--- src/rtl/pwm_pkg.sv ---
// Shared PWM register map, status bits and capture states.
// Used by the PWM timer and the capture unit on the same bus.
package pwm_pkg;

  localparam logic [1:0] ADDR_PERIOD = 2'd0;
  localparam logic [1:0] ADDR_HIGH   = 2'd1;
  localparam logic [1:0] ADDR_CYCLES = 2'd2;
  localparam logic [1:0] ADDR_STATUS = 2'd3;

  localparam int ST_DONE = 0;
  localparam int ST_OVF  = 1;
  localparam int ST_BUSY = 2;

  typedef enum logic [1:0] {
    CAP_IDLE    = 2'd0,
    CAP_ARM     = 2'd1,
    CAP_MEASURE = 2'd2,
    CAP_DONE    = 2'd3
  } cap_state_e;

endpackage

--- src/rtl/pwm_edge_sync.sv ---
// Synchronizes i_pwm and flags rising/falling edges.
// Ports: i_clk, i_rstn, i_pwm in; o_rise, o_fall one-cycle pulses out.
module pwm_edge_sync #(
  parameter int SYNC_STAGES = 2
) (
  input  logic i_clk,
  input  logic i_rstn,
  input  logic i_pwm,
  output logic o_rise,
  output logic o_fall
);

  logic [SYNC_STAGES-1:0] sync_q;
  logic                   dly_q;
  logic                   sync;

  assign sync = sync_q[SYNC_STAGES-1];

  always_ff @(posedge i_clk or negedge i_rstn) begin
    if (!i_rstn) begin
      sync_q <= '0;
      dly_q  <= 1'b0;
    end else begin
      sync_q <= {sync_q[SYNC_STAGES-2:0], i_pwm};
      dly_q  <= sync;
    end
  end

  // Both edges come from the same sync/dly pair, so latency matches.
  assign o_rise = sync & ~dly_q;
  assign o_fall = ~sync & dly_q;

endmodule

--- src/rtl/pwm_capture.sv ---
// PWM input capture: measures period/high time over CYCLES periods.
// Ports: i_clk, i_rstn, i_pwm, i_start, i_we/i_re/i_addr/i_wdata, o_rdata, o_capture_done, o_busy.
module pwm_capture
  import pwm_pkg::*;
#(
  parameter int CNT_W       = 16,
  parameter int SYNC_STAGES = 2
) (
  input  logic             i_clk,
  input  logic             i_rstn,
  input  logic             i_pwm,
  input  logic             i_start,
  input  logic             i_we,
  input  logic             i_re,
  input  logic [1:0]       i_addr,
  input  logic [CNT_W-1:0] i_wdata,
  output logic [CNT_W-1:0] o_rdata,
  output logic             o_capture_done,
  output logic             o_busy
);

  localparam logic [CNT_W-1:0] CNT_ONE = CNT_W'(1);

  cap_state_e       state_q, state_d;
  logic             busy_q, busy_d;
  logic [CNT_W-1:0] period_q, period_d;
  logic [CNT_W-1:0] high_q, high_d;
  logic [CNT_W-1:0] cycles_q, cycles_d;
  logic [CNT_W-1:0] cnt_q, cnt_d;
  logic [CNT_W-1:0] seen_q, seen_d;
  logic [CNT_W-1:0] rdata_q, rdata_d;
  logic             done_q, done_d;
  logic             ovf_q, ovf_d;
  logic             pulse_q, pulse_d;

  logic             rise;
  logic             fall;
  logic [CNT_W-1:0] eff_cyc;
  logic [CNT_W-1:0] seen_inc;
  logic [CNT_W-1:0] status;

  pwm_edge_sync #(
    .SYNC_STAGES(SYNC_STAGES)
  ) u_sync (
    .i_clk (i_clk),
    .i_rstn(i_rstn),
    .i_pwm (i_pwm),
    .o_rise(rise),
    .o_fall(fall)
  );

  // A zero target still needs one full period.
  assign eff_cyc  = (cycles_q == '0) ? CNT_ONE : cycles_q;
  assign seen_inc = seen_q + CNT_ONE;

  always_comb begin
    status          = '0;
    status[ST_DONE] = done_q;
    status[ST_OVF]  = ovf_q;
    status[ST_BUSY] = busy_q;
  end

  always_ff @(posedge i_clk or negedge i_rstn) begin
    if (!i_rstn) begin
      state_q  <= CAP_IDLE;
      busy_q   <= 1'b0;
      period_q <= '0;
      high_q   <= '0;
      cycles_q <= '0;
      cnt_q    <= '0;
      seen_q   <= '0;
      rdata_q  <= '0;
      done_q   <= 1'b0;
      ovf_q    <= 1'b0;
      pulse_q  <= 1'b0;
    end else begin
      state_q  <= state_d;
      busy_q   <= busy_d;
      period_q <= period_d;
      high_q   <= high_d;
      cycles_q <= cycles_d;
      cnt_q    <= cnt_d;
      seen_q   <= seen_d;
      rdata_q  <= rdata_d;
      done_q   <= done_d;
      ovf_q    <= ovf_d;
      pulse_q  <= pulse_d;
    end
  end

  always_comb begin
    state_d  = state_q;
    period_d = period_q;
    high_d   = high_q;
    cycles_d = cycles_q;
    cnt_d    = cnt_q;
    seen_d   = seen_q;
    rdata_d  = rdata_q;
    done_d   = done_q;
    ovf_d    = ovf_q;
    pulse_d  = 1'b0;

    unique case (state_q)
      CAP_IDLE, CAP_DONE: begin
        if (i_start) begin
          done_d  = 1'b0;
          ovf_d   = 1'b0;
          cnt_d   = '0;
          seen_d  = '0;
          state_d = CAP_ARM;
        end
      end
      CAP_ARM: begin
        if (rise) begin
          cnt_d   = CNT_ONE;
          state_d = CAP_MEASURE;
        end
      end
      CAP_MEASURE: begin
        cnt_d = cnt_q + CNT_ONE;
        // A rise on the saturating cycle still closes a valid period.
        if (rise) begin
          period_d = cnt_q;
          cnt_d    = CNT_ONE;
          seen_d   = seen_inc;
          if (seen_inc >= eff_cyc) begin
            done_d  = 1'b1;
            pulse_d = 1'b1;
            state_d = CAP_DONE;
          end
        end else if (cnt_q == '1) begin
          ovf_d   = 1'b1;
          done_d  = 1'b1;
          pulse_d = 1'b1;
          state_d = CAP_DONE;
        end else if (fall) begin
          high_d = cnt_q;
        end
      end
      default: state_d = CAP_IDLE;
    endcase

    if (i_we && (i_addr == ADDR_CYCLES) && !busy_q) begin
      cycles_d = i_wdata;
    end

    // Reads see register values from before this cycle's update.
    if (i_re) begin
      unique case (i_addr)
        ADDR_PERIOD: rdata_d = period_q;
        ADDR_HIGH:   rdata_d = high_q;
        ADDR_CYCLES: rdata_d = cycles_q;
        ADDR_STATUS: rdata_d = status;
        default:     rdata_d = '0;
      endcase
    end

    busy_d = (state_d == CAP_ARM) || (state_d == CAP_MEASURE);
  end

  assign o_rdata        = rdata_q;
  assign o_capture_done = pulse_q;
  assign o_busy         = busy_q;

endmodule
--- config.mk ---
export PLATFORM = sky130hd
export DESIGN_NAME = pwm_capture
export DESIGN_NICKNAME = d
export VERILOG_FILES = /design/src/rtl/pwm_pkg.sv /design/src/rtl/pwm_edge_sync.sv /design/src/rtl/pwm_capture.sv
export SDC_FILE = /design/constraint.sdc
export NUM_CORES = 1
export LEC_CHECK = 0
export CORE_MARGIN = 2
export CORE_UTILIZATION = 25
export CTS_BUF_LIST = sky130_fd_sc_hd__clkbuf_8
export DETAILED_ROUTE_END_ITERATION = 7
export DONT_BUFFER_PORTS = 1
export SKIP_CTS_REPAIR_TIMING = 1
export SLEW_MARGIN = 15
export SYNTH_ARGS = -nofsm -noshare
export SYNTH_HDL_FRONTEND = slang
export SYNTH_SLANG_ARGS = --single-unit
--- constraint.sdc ---
create_clock -name i_clk -period 3.7 [get_ports i_clk]
set_clock_uncertainty 0.15 [all_clocks]
set_input_delay 0 -clock i_clk [delete_from_list [all_inputs] [get_ports i_clk]]
set_output_delay 0 -clock i_clk [all_outputs]
set_load 0.005 [all_outputs]
== Yosys cells after proc, flatten, opt, wreduce, memory -nomap -nowiden ==
Index checks and enable logic that the tools add are counted.
W data, S select, Z words.

* Add/subtract/negate cells: 2
* $lt $le $gt $ge: 1
* Equality and inequality tests: 16
* Multiplexer cells: 25
* Bitwise gates (word level): 6
* Reduce and logical (&&, ||, !) cells: 15

{| class="wikitable"
|+ Operator list
! kind !! count
|-
| $mux W16 || 5
|-
| $pmux W16 S4 || 1
|-
| $pmux W16 S3 || 1
|-
| $add A16 B1 Y16 const B || 2
|-
| $pmux W16 S2 || 1
|-
| $eq A16 B16 Y1 const B || 1
|-
| $ge A16 B16 Y1 || 1
|-
| $logic_not A16 Y1 || 1
|-
| $reduce_and A4 Y1 || 3
|-
| $eq A2 B2 Y1 const B || 5
|-
| $mux W2 || 5
|-
| $ne A2 B2 Y1 const B || 5
|-
| $mux W1 || 9
|-
| $eq A2 B1 Y1 const B || 3
|-
| $ne A3 B3 Y1 const B || 2
|-
| $pmux W2 S3 || 1
|-
| $logic_not A2 Y1 || 2
|-
| $not A1 Y1 || 4
|-
| $pmux W1 S2 || 2
|-
| $reduce_and A2 Y1 || 2
|-
| $reduce_and A3 Y1 || 1
|-
| $and A1 B1 Y1 || 2
|-
| $logic_and A1 B1 Y1 || 2
|-
| $reduce_bool A2 Y1 || 1
|-
| 3 further kinds || 3
|}

* Bits in registers: 105
* Input port bits: 24
* Word-level logic and storage cells: 78

== Depth between registers and ports, before layout ==
* Depth in word-level cells: 8
* Depth in mapped cells: 11
* Mapped depth without buffers: 10

== Modules after synthesis ==
From an unflattened synthesis, not the netlist that was laid out.

* Cells, all modules: 516
* Area total of the unflattened synthesis: 5326.4 um2

{| class="wikitable"
|+ By module, submodules not included
! module !! instances !! cells each !! area an instance (um2) !! sequential area each (um2)
|-
| pwm_capture || 1 || 511 || 5236.3 || 2552.4
|-
| pwm_edge_sync || 1 || 5 || 90.1 || 75.1
|}

== Worst setup path after synthesis ==
OpenSTA, ideal clock, no wires.

* Path type: reg2reg
* From: register seen_q[7]
* To: register busy_q, in the netlist o_busy
* Data arrival time: 2.963 ns
* Required time: 3.407 ns
* Slack: 0.443 ns
* Cell stages (with the launch flop): 12
* Buffers on the path: 1
* Cells stage by stage: dfrtp_1 clkbuf_1 and4_1 nor4b_4 and3_1 xor2_1 ha_1 nand4_1 or4_1 o32a_1 a22oi_4 a2111oi_2

* Cells in the longest elaborated chain, start to end: 7
* Elaborated cells on any way between the ends: 8
* Classes of those cells: add/sub (1); order compare (1); eq/ne (2); mux (3); reduce/logical (1)

{| class="wikitable"
|+ Ends and longest elaborated chain
! element !! RTL line !! RTL
|-
| from (decl) || pwm_capture.sv:30 || <nowiki>logic [CNT_W-1:0] seen_q, seen_d;</nowiki>
|-
| from (signal assigned) || pwm_capture.sv:83 || <nowiki>seen_q <= seen_d;</nowiki>
|-
| $add A16 B1 Y16 * || pwm_capture.sv:54 || <nowiki>assign seen_inc = seen_q + CNT_ONE;</nowiki>
|-
| $ge A16 B16 Y1 * || pwm_capture.sv:126 || <nowiki>if (seen_inc >= eff_cyc) begin</nowiki>
|-
| $mux W2 * || pwm_capture.sv:126 ||
|-
| $mux W2 * || pwm_capture.sv:122 || <nowiki>if (rise) begin</nowiki>
|-
| $pmux W2 S3 * || pwm_capture.sv:103 || <nowiki>unique case (state_q)</nowiki>
|-
| $eq A2 B1 Y1 / $eq A2 B2 Y1 (equally long branches) || pwm_capture.sv:158 || <nowiki>busy_d = (state_d == CAP_ARM) || (state_d == CAP_MEASURE);</nowiki>
|-
| $logic_or A1 B1 Y1 * || pwm_capture.sv:158 ||
|-
| via busy_d || pwm_capture.sv:25 || <nowiki>logic busy_q, busy_d;</nowiki>
|-
| to (signal assigned) || pwm_capture.sv:78 || <nowiki>busy_q <= busy_d;</nowiki>
|-
| to (decl) || pwm_capture.sv:25 ||
|}

Mark *: on every way through the listed nets, which the timed path passes. The rest lies on a longest branch.
A chain may end at the register's enable or synchronous reset.

== Worst setup path in the final report ==
* From: register seen_q[3]
* To: register busy_q, in the netlist o_busy

The elaborated chain is that of the path after synthesis.

==> metrics.txt <==
worst hold path class in -> reg; CTS root buf clkbuf_8; final std cells w/o fill approximately 860; Finish-stage setup viols 0; worst path required time 3.81 ns; Setup CP Type reg -> reg; Worst Max-Slew Pin Slew ~1.0 ns; DR vias around 4200; synth warn 0; gr ovfl total 0; RSZ-0062 raised after global routing no; post-DP HPWL 9.483 mm; Syn Nets a little under 600; Synth Instances around 550; DP Cell Count 804; layout cells sized above 1 0.1033; Critical path buffers and inverters 0; DRT Pass-1 Iters 7; number of flops mapped to enable cells by yosys 0; Slew headroom 0.3047; count of cell types in the netlist 56; CP startpoint kind register; wire length per cell approximately 16 um; multi-input logic area between 2000 and 3000 um2; CTS tree yes; core footprint 21620 um2; largest area contributor in the netlist dfrtp_1; FILL cells ~2300; Yosys top cell area share 0.4802; row cnt 54; Reg power frac 0.464; Psw 1258 uW; Hold Slack -0.01571 ns; GRT Total Usage 0.1227; clock sink total 105; Max Cap Violations 0; drt total wl between 10 and 15 mm; final hold violations 6; vias in the first global route roughly 4100; initial antenna violation count 0; fmax roughly 0.29 GHz; post-synthesis sequential area ratio 0.4802; Yosys reg bits 105; DRC 0; Post-Syn Area 5471 um2; CP arrival between 3 and 4 ns; fin. max-slew vios 0; Sw Ratio 0.3513; status finished, violations left; CTS Buf Count 9; GPL Wtd Cong approximately 0.84; pwr/cell area around 560 nW/um2; delay-heaviest family, CP simple AND/OR/NAND/NOR gates; Ports 42; Max IR drop VDD roughly 0.00018 V; crit path time final 3.480 ns; Vias/cell ~5; H-tree depth 3; # diodes 0; Worst setup EP type register; Final TNS setup 0 ns; clock share of power 0.242; crit path max-delay cell type or4_1; worst setup margin roughly 0.22 ns; first-pass GRT wire length around 22 mm; Int Pwr roughly 2300 uW; Nets a little over 600; Worst path max stage delay 0.54 ns; clock-pin slew on the worst setup and hold paths 0.11 ns; top_reg_cell synth dfrtp_1; IO Port Bufs 0; fin crit share 0.9406; largest net degree at the start of global routing around 110; Sequential Area about 2600 um2; crit-path cells nand3_1 > nor4b_4 > and3_1 > xor2_1 > ha_1 > nand4_1 > or4_1 > o32a_1 > a22oi_4 > a2111oi_2; ys async rst share 1.000; P&R area growth vs syn 17.01%; initial core utilization 0.2531; antenna-violating nets left 0; Util after Layout 0.2961; P_leak between 0.002 and 0.003 uW; CP Max Fanout 7; clock latency on the worst-skew pair just under 0.4 ns; die area approximately 23000 um2; die height 151.9 um; drt first-iter violations about 280; Die Wd approximately 150 um; Gate power share 0.295; Synth area leaders dfrtp_1 48%, o21ai_0 6.4%, mux2_2 4.7%, ha_1 4.6%, nor2_1 3.6%; Syn Area/Cell about 10 um2; pre-CTS setup slack about 0.22 ns; largest buffer count on any clock path 2; failing checks negative hold slack
[per-stage QoR]
step,cell area [um2],hold WS (ns),power [uW]
after floorplan,5472,-0.4456,2299
after global placement,5734,-0.4374,2584
after detailed placement,5734,-0.4411,2610
after CTS,5974,-0.8813,3495
after global routing,6402,0.01079,3828
final,6402,-0.01571,3582
[power by group through the flow]
stage	Clock, uW	Sequential (uW)	Combinational, uW
after floorplan	0	1550	746
after global placement	0	1680	901
after detailed placement	0	1680	926
after CTS	899	1670	926
after global routing	938	1700	1190
final	867	1660	1060
[layer usage]
| metal | up-vias | part of all wire | track usage |
|---|---|---|---|
| met5 | - | 0 | 0 |
| met4 | 0 | 0.043 | 0.07922 |
| met3 | 34 | 0.051 | 0.02938 |
| met2 | 117 | 0.46 | 0.1913 |
| met1 | 2036 | 0.44 | 0.1523 |
| li1 | 2002 | - | - |
[final timing paths]
check | from | to | slack, ns | cells past startpoint
worst max-delay path | seen_q[3]$_DFFE_PN0P_ | o_busy$_DFF_PN0_ | 0.22 | 10
worst min-delay path | i_start | o_busy$_DFF_PN0_ | -0.02 | 3
worst max register to register | seen_q[3]$_DFFE_PN0P_ | o_busy$_DFF_PN0_ | 0.22 | 10
worst min register to register | u_sync.sync_q[0]$_DFF_PN0_ | u_sync.sync_q[1]$_DFF_PN0_ | 0.22 | 0
max in group asynchronous | i_rstn | period_q[8]$_DFFE_PN0P_ | 2.90 | 2
min in group asynchronous | i_rstn | u_sync.sync_q[0]$_DFF_PN0_ | 0 | 2
[state kept, by name, indices dropped and copies added (netlist names)]
signal,flops
cnt_q,16
cycles_q,16
done_q,1
high_q,16
o_busy,1
o_capture_done,1
o_rdata,16
ovf_q,1
period_q,16
seen_q,16
state_q,2
u_sync.dly_q,1
u_sync.sync_q,2
[kinds of logic (layout without fill, tap and decap cells)]
group                    Yosys count  in the layout  share of synthesized area
AND/OR/NAND/NOR                  161            161                     0.1480
AO/OA/AOI/OAI                    147            147                     0.1596
flip-flops                       105            105                     0.4802
buffers and inverters             52             86                    0.04207
multiplexers                      48             48                     0.1020
adder cells (fa/ha/maj)           20             20                    0.04574
XOR/XNOR                          14             14                    0.02241
[worst reg2reg max path: cells and delay by family, from the launching register on]
| family | cells | cell delay [ns] |
|---|---|---|
| and+or+nand+nor | 5 | 1.66 |
| adders and majority gates | 1 | 0.30 |
| AOI/OAI and AO/OA | 3 | 0.70 |
| DFF | 1 | 0.47 |
| xor gates and xnor gates | 1 | 0.08 |
[placed cells by master (no fill, tap or decap), drive strengths merged, types with 4 or more instances in the layout]
master / synthesis / final
nor3: 4 / 4
inv: 24 / 25
nand2: 45 / 45
nand3: 16 / 16
a21oi: 37 / 37
xor2: 7 / 7
mux2: 32 / 32
nor2: 53 / 53
dfrtp: 105 / 105
and2: 5 / 5
a31oi: 8 / 8
o21ai: 74 / 74
dlygate4sd3: 0 / 40
and3: 6 / 6
o31ai: 7 / 7
xnor2: 7 / 7
clkbuf: 20 / 9
nor4: 5 / 5
nor2b: 4 / 4
nand4: 10 / 10
ha: 20 / 20
mux2i: 13 / 13
buf: 8 / 6
[synthesized netlist by cell type (all sizes together) (8+ instances only)]
library cell	n
dfrtp	105
o21ai	74
nor2	53
nand2	45
a21oi	37
mux2	32
inv	24
clkbuf	20
ha	20
nand3	16
mux2i	13
nand4	10
a31oi	8
buf	8
[cell type report]
type | count | area share
Timing Repair Buffer | 46 | 0.07270
Sequential cell | 105 | 0.4104
Inverter | 24 | 0.01407
Tap cell | 280 | 0.05472
Clock buffer | 9 | 0.01935
Clock inverter | 7 | 0.01817
Multi-Input combinational cell | 390 | 0.4106
Power figures use the tool's default switching activity.
